===== config.mk =====
export PLATFORM = sky130hd
export DESIGN_NAME = stream_upsizer
export DESIGN_NICKNAME = d
export VERILOG_FILES = /design/src/rtl/stream_pkg.sv /design/src/rtl/stream_out_slot.sv /design/src/rtl/stream_upsizer.sv
export SDC_FILE = /design/constraint.sdc
export NUM_CORES = 1
export LEC_CHECK = 0
export CORE_MARGIN = 2
export CORE_UTILIZATION = 42
export CTS_CLUSTER_DIAMETER = 100
export DETAILED_ROUTE_END_ITERATION = 8
export DONT_BUFFER_PORTS = 1
export PLACE_DENSITY = 0.62
export SYNTH_ARGS = -nofsm -noshare
export SYNTH_HDL_FRONTEND = slang
export SYNTH_SLANG_ARGS = --single-unit

===== constraint.sdc =====
create_clock -name clk -period 2.2 [get_ports clk]
set_input_delay 0.44 -clock clk [delete_from_list [all_inputs] [get_ports clk]]
set_output_delay 0.44 -clock clk [all_outputs]
set_load 0.005 [all_outputs]

===== src/rtl/stream_pkg.sv =====
// Shared definitions for valid/ready stream stages.
//
// Contents:
//   DEF_DATA_WIDTH / DEF_RATIO : default beat width and packing ratio.
//   keep_t                     : lane-valid mask for the default ratio.
//   lane_lsb()                 : bit offset of a lane inside a packed word.
package stream_pkg;

    localparam int DEF_DATA_WIDTH = 8;
    localparam int DEF_RATIO      = 4;

    typedef logic [DEF_RATIO-1:0] keep_t;

    // Lane k of a packed word occupies bits [k*width +: width].
    function automatic int lane_lsb(input int lane, input int width);
        return lane * width;
    endfunction

endpackage


===== src/rtl/stream_out_slot.sv =====
// Single-entry output holding register with valid/ready handshake.
//
// Ports:
//   clk, rst_n           : clock, asynchronous active-low reset
//   load                 : capture load_data/keep/last; out_valid=1 next cycle
//   load_data/keep/last  : word to capture
//   slot_free            : slot can accept a load this cycle (~out_valid | out_ready)
//   out_data/keep/last   : word presented downstream
//   out_valid, out_ready : downstream handshake
module stream_out_slot #(
    parameter int DATA_WIDTH = 32,
    parameter int KEEP_WIDTH = 4
) (
    input  logic                  clk,
    input  logic                  rst_n,
    input  logic                  load,
    input  logic [DATA_WIDTH-1:0] load_data,
    input  logic [KEEP_WIDTH-1:0] load_keep,
    input  logic                  load_last,
    output logic                  slot_free,
    output logic [DATA_WIDTH-1:0] out_data,
    output logic [KEEP_WIDTH-1:0] out_keep,
    output logic                  out_last,
    output logic                  out_valid,
    input  logic                  out_ready
);

    assign slot_free = ~out_valid | out_ready;

    // NOTE: the data/keep/last storage is reset as well, because its reset
    // value of zero is visible on the output ports.
    // NOTE: sequential state uses non-blocking assignments so every flop
    // samples the pre-edge values of the others.
    always_ff @(posedge clk or negedge rst_n) begin
        if (!rst_n) begin
            out_valid <= 1'b0;
            out_data  <= '0;
            out_keep  <= '0;
            out_last  <= 1'b0;
        end else if (load) begin
            out_valid <= 1'b1;
            out_data  <= load_data;
            out_keep  <= load_keep;
            out_last  <= load_last;
        end else if (out_ready) begin
            // Word consumed and nothing replaces it; payload may go stale.
            out_valid <= 1'b0;
        end
    end

endmodule


===== src/rtl/stream_upsizer.sv =====
// Packs RATIO consecutive DATA_WIDTH beats into one OUT_WIDTH word.
// in_last closes a partial word early; out_keep marks the lanes that hold
// real beats and out_last reports that the word was closed by in_last.
// One word can be under assembly while another waits in the output slot,
// so a full input rate is sustained and in_ready comes straight from a flop.
//
// Ports:
//   clk, rst_n                   : clock, asynchronous active-low reset
//   in_data, in_valid, in_last   : narrow input beat
//   in_ready                     : upstream may transfer (~acc_pend)
//   out_data, out_keep, out_last : packed wide word, lane k at [k*DATA_WIDTH +: DATA_WIDTH]
//   out_valid, out_ready         : downstream handshake
module stream_upsizer
    import stream_pkg::*;
#(
    parameter int   DATA_WIDTH = DEF_DATA_WIDTH,
    parameter int   RATIO      = DEF_RATIO,
    localparam int  OUT_WIDTH  = DATA_WIDTH * RATIO,
    localparam int  CNT_WIDTH  = $clog2(RATIO)
) (
    input  logic                  clk,
    input  logic                  rst_n,
    input  logic [DATA_WIDTH-1:0] in_data,
    input  logic                  in_valid,
    input  logic                  in_last,
    output logic                  in_ready,
    output logic [OUT_WIDTH-1:0]  out_data,
    output logic [RATIO-1:0]      out_keep,
    output logic                  out_last,
    output logic                  out_valid,
    input  logic                  out_ready
);

    logic [CNT_WIDTH-1:0]  cnt;
    logic [OUT_WIDTH-1:0]  acc_data;
    logic [RATIO-1:0]      acc_keep;
    logic                  acc_last;
    logic                  acc_pend;

    logic                  in_exec;
    logic                  word_done;
    logic                  slot_free;
    logic                  slot_load;
    logic [OUT_WIDTH-1:0]  merged_data;
    logic [RATIO-1:0]      merged_keep;
    logic [OUT_WIDTH-1:0]  load_data;
    logic [RATIO-1:0]      load_keep;
    logic                  load_last;

    // acc_pend is a flop, so there is no path from out_ready to in_ready.
    assign in_ready  = ~acc_pend;
    assign in_exec   = in_valid & in_ready;
    assign word_done = (cnt == CNT_WIDTH'(RATIO - 1)) | in_last;

    // Accumulator with the current beat written into lane cnt.
    // NOTE: every always_comb output gets a default first so no path
    // leaves it unassigned and no latch is inferred.
    always_comb begin
        merged_data = acc_data;
        merged_keep = acc_keep;
        merged_data[lane_lsb(int'(cnt), DATA_WIDTH) +: DATA_WIDTH] = in_data;
        merged_keep[cnt] = 1'b1;
    end

    // A pending word always has priority: no beat is accepted while it waits.
    assign slot_load = slot_free & (acc_pend | (in_exec & word_done));
    assign load_data = acc_pend ? acc_data : merged_data;
    assign load_keep = acc_pend ? acc_keep : merged_keep;
    assign load_last = acc_pend ? acc_last : in_last;

    always_ff @(posedge clk or negedge rst_n) begin
        if (!rst_n) begin
            cnt      <= '0;
            acc_data <= '0;
            acc_keep <= '0;
            acc_last <= 1'b0;
            acc_pend <= 1'b0;
        end else if (acc_pend) begin
            if (slot_free) begin
                acc_pend <= 1'b0;
                acc_data <= '0;
                acc_keep <= '0;
                acc_last <= 1'b0;
            end
        end else if (in_exec) begin
            if (word_done) begin
                cnt <= '0;
                if (slot_free) begin
                    // Word leaves through the slot; start clean so unfilled
                    // lanes of the next partial word read as zero.
                    acc_data <= '0;
                    acc_keep <= '0;
                    acc_last <= 1'b0;
                end else begin
                    acc_data <= merged_data;
                    acc_keep <= merged_keep;
                    acc_last <= in_last;
                    acc_pend <= 1'b1;
                end
            end else begin
                acc_data <= merged_data;
                acc_keep <= merged_keep;
                cnt      <= cnt + CNT_WIDTH'(1);
            end
        end
    end

    stream_out_slot #(
        .DATA_WIDTH (OUT_WIDTH),
        .KEEP_WIDTH (RATIO)
    ) u_slot (
        .clk       (clk),
        .rst_n     (rst_n),
        .load      (slot_load),
        .load_data (load_data),
        .load_keep (load_keep),
        .load_last (load_last),
        .slot_free (slot_free),
        .out_data  (out_data),
        .out_keep  (out_keep),
        .out_last  (out_last),
        .out_valid (out_valid),
        .out_ready (out_ready)
    );

endmodule


======== Word-level counts from Yosys, hierarchy flattened ========
Index checks and enable logic that the tools add are counted.
storage, ports and cells
  register bits ........................... 78
  input bits .............................. 13
  output and inout port bits .............. 39
operators by class
  $add $sub $neg .......................... 2
  order comparisons ....................... 2
  eq/ne operators ......................... 2
  shift operators ......................... 2
  muxes and demuxes ....................... 28
  bitwise logic cells ..................... 9
  reductions and logical operators ........ 7
operators with widths
  kind                                                                      count
  32-bit 2-to-1 mux                                                         6
  5-bit negation with 33-bit output                                         1
  8-bit by 33-bit variable shift with 32-bit output (first input constant)  1
  8-bit by 33-bit indexed part select with 32-bit output                    1
  32-bit bitwise mux                                                        1
  4-bit 2-to-1 mux                                                          6
  1-bit 2-to-1 mux                                                          13
  2-bit nonzero test                                                        3
  4-bit bitwise OR                                                          1
  2-bit AND reduction                                                       2
  1-bit bitwise AND                                                         3
  2-bit by 3-bit < comparator with 1-bit output (second input constant)     1
  1-bit bitwise OR                                                          3
  3-bit AND reduction                                                       1
  2-bit by 1-bit adder with 2-bit output (second input constant)            1
  1-bit demux with 2-bit select                                             1
  2-bit == test (second input constant)                                     1
  2-bit by 1-bit >= comparator with 1-bit output (second input constant)    1
  2-bit 2-to-1 mux                                                          1
  2-bit by 1-bit inequality test with 1-bit output (second input constant)  1
  1-bit NOT                                                                 2
  1-bit logical AND                                                         1

======== Longest topological paths before layout ========
  depth after elaboration ................. 9
  depth in mapped cells ................... 7
  gate-level depth less buffers ........... 5

======== Hierarchy ========
From an unflattened synthesis, not the netlist that was laid out.
unflattened totals
  cell total of the unflattened synthesis .. 260
  area total of the unflattened synthesis .. 3647.2 µm²
by module, submodules not included
  module           instances  cells each  area each (µm²)  seq. area each (µm²)
  stream_upsizer   1          179         2157.1           1001.0
  stream_out_slot  1          81          1490.2           950.9

======== Least setup slack after synthesis ========
No wires, ideal clock.
  kind .................................... reg-to-reg
  start point ............................. reg cnt[0]
  end point ............................... reg u_slot.out_data[7]
  library setup time ...................... 125 ps
  arrival ................................. 1900 ps
  required time ........................... 2075 ps
  setup slack ............................. 176 ps
  stages on the path, launching flop included .. 8
  clock period less this slack ............ 2024 ps
  path through ............................ dfrtp_1 > buf_2 > inv_1 > ha_1 > clkbuf_1 > nor3b_1 > mux2_2 > mux2_2
on the way
  cells in the longest elaborated chain, start to end .. 5
  elaborated cells between the ends (all ways) .. 10
  classes of those cells .................. add/sub: 1; eq/ne: 1; shift: 2; mux: 2; bitwise: 4
RTL lines
  element                                                                    line                   text
  start, declared                                                            stream_upsizer.sv:34   logic [CNT_WIDTH-1:0] cnt;
  start signal, assigned                                                     stream_upsizer.sv:103  cnt <= cnt + CNT_WIDTH'(1);
  branches (longest 5 deep; another with 5-bit negation with 33-bit output)  n/a
  end signal, assigned                                                       stream_out_slot.sv:42  out_data <= load_data;
  end, declared                                                              stream_out_slot.sv:21  output logic [DATA_WIDTH-1:0] out_data,
Several ways; the timed one is not identified.
A chain may end at the register's enable or synchronous reset.

======== Worst setup path after layout ========
  start point ............................. reg cnt[1]
  end point ............................... reg u_slot.out_data[21]
Same word-level chain as after synthesis.

==> flow_summary.ini <==
[floorplan]
initial_utilization = 0.433
rows = 37
coreArea_um2 = 10400
pin_count = 52
die_area_um2 = 11500
die_x_um = 107
dieHeight_um = 107

[hold_path]
hold_class = input port to asynchronous set/reset pin

[critical_path]
crit_path_start = cnt[1]
cpLargestDelayFamily = simple AND/OR/NAND/NOR gates
cp.arrival_ps = 2380
cp_data_required_time_ps = 2500
start_kind = flop
crit_type = flop to flop
cp_max_fo = 10
critPathSlowestCell = or3b_2
crit_path_max_incr_delay_ps = 590
path_cells = inv_1 -> ha_1 -> or3b_2 -> o2bb2ai_1 -> mux2_2
worst-path-buf-inv = 1
worstSetupEndpointType = flop
r2r-start = cnt[1]

[pwr]
power_density_nw_per_um2 = 759
leakagePower_nw = 1.88
p_total_mw = 3.65
peakVddDrop_mv = 0.275

[global_route]
antenna_found_initial = 0
grt_max_degree = 79
grt_pass1_wl_um = 18600
grt_overflow_total = 0
grt_pass1_vias = 3581
grt.total_usage = 0.205

[flow_run]
maxCapViolCount = 0

[layout]
n_antenna_cell = 0
drive_above_1_share = 0.198
area_growth_pct = 7.09
final_area_um2 = 4800
final_nets = 425
final_cells = 545
final_cell_mix = dfrtp_1, o2111ai_1, inv_1
final_common_cell = dfrtp_1

[drt]
vias_per_cell = 6.23
drtIter0Drc = 219
wl_um = 11000
wl_per_cell_um = 20.3
route.detailed.drc = 0
detail-route-antenna-nets = 0
drt_pass1_iterations = 4
num_vias = 3395

[clock_network]
cts_setup_buffers = 0
cts_root_buffer = clkbuf_8
cts-buffers-inserted = 9
cts.path.max_buffers = 2
path_clk_slew_ps = 90
clock_latency_ps = 370
cts_num_sinks = 78
cts_tree = done
h-tree-depth = 3

[timing]
fmax_mhz = 482
finalSetupTns_ps = 0
timing.hold.ws_ps = -235
finalCritPeriodShare = 0.944
final_max_slew_viol_count = 0
rsz0062_at_grt = false
setup_viol = 0
skew_ps = 16.1
slew_headroom = 0.668
worstMarginPinSlew_ps = 496
period_needed_ps = 2080
finalHoldViolCount = 78

[logic_synthesis]
synth_area_um2 = 4490
synth_edf_count = 0
async_flop_share = 1.00
synth_nets = 444
ys_seq_area_frac = 0.435
avgSynthCellArea_um2 = 10.6
ys_types = 37
yosysWarnings = 0
ys_ff_latch = 78
synth_top_flop_cell = dfrtp_1
synthCells = 423

[placed_design]
portBuffers = 0
place_hpwl_um = 6970
gp_congestion = 0.787
dp.cells = 529
place_area_um2 = 4610

[status]
violations = negative hold slack
outcome = finished with violations
area by class of cell:
class	instances	area, µm²
Inverter	45	169
Fill cell	990	5570
Timing Repair Buffer	19	155
Multi-Input combinational cell	251	2180
Clock buffer	10	138
Clock inverter	6	37.5
Tap cell	136	170
Sequential cell	78	1950
registers in the layout, summed over array words and instances, names as in the netlist:
register / cells
acc_data: 32
acc_keep: 4
acc_last: 1
acc_pend: 1
cnt: 2
u_slot.out_data: 32
u_slot.out_keep: 4
u_slot.out_last: 1
u_slot.out_valid: 1
worst register-to-register path, stage by stage (launching register included):
cell and delay [ps]:
dfrtp_1 430, inv_1 130, ha_1 500, or3b_2 590, o2bb2ai_1 190, mux2_2 160
synth_stat cells, types with 2 or more instances:
master	count	area, µm²
buf_4	5	37.5
inv_1	44	165
mux2i_1	3	30.0
o2111ai_1	58	508
a22o_1	9	78.8
mux2_2	35	394
a21oi_1	6	30.0
nand3b_1	25	188
and4bb_2	2	25.0
o21ai_0	2	10.0
dfrtp_1	78	1950
o211ai_1	42	315
nor2_1	2	7.51
clkbuf_1	25	93.8
nand2b_1	6	37.5
nand2_1	3	11.3
nor3b_1	3	22.5
and2_1	8	50.1
buf_2	17	85.1
ha_1	8	100
nor2b_1	3	18.8
o2bb2ai_1	24	210
worst paths after layout:
path                                             to  slack, ps  depth (start not counted)
worst max register to register  u_slot.out_data[21]        120                          5
max in group asynchronous              acc_data[18]       2280                          0
worst min-delay path            u_slot.out_data[31]       -230                          0
min in group clk                        acc_data[3]        240                          2
worst max-delay path            u_slot.out_data[21]        120                          5
worst min register to register          acc_keep[3]        510                          2
metrics by stage:
| step | worst slack, ps | utilization |
|---|---|---|
| floorplan | 176 | - |
| global placement | 201 | 0.445 |
| detailed placement | 62.9 | 0.445 |
| CTS | 35.5 | 0.462 |
| global route | 2.28 | 0.463 |
| finish | 124 | 0.463 |
where the power goes:
part           total (mW)  switching, mW  internal [mW]
Combinational       0.905          0.539          0.367
Clock               0.990          0.556          0.434
Sequential           1.75          0.136           1.61
per-layer routing:
metal	vias up	track usage	wire length (µm)
met2	92	0.339	5290
li1	1589	-	-
met1	1704	0.264	4940
met3	10	0.0466	694
met5	-	0	0
met4	0	0.0723	123
timing repair:
item                                    in CTS  in global routing
gates resized for setup                      0                  2
endpoints found under the hold margin       78                 78
endpoints found under the setup margin       0                 13
cells by family (layout without fill, tap and decap cells):
group	Yosys count	count (layout)	share of synthesized area
flops	78	78	0.435
fa+ha+maj	8	8	0.0223
simple gates	59	59	0.0943
mux	39	39	0.0971
buf+inv	94	80	0.0879
compound gates	145	145	0.263
No activity file was read; power rests on OpenSTA's default activity.
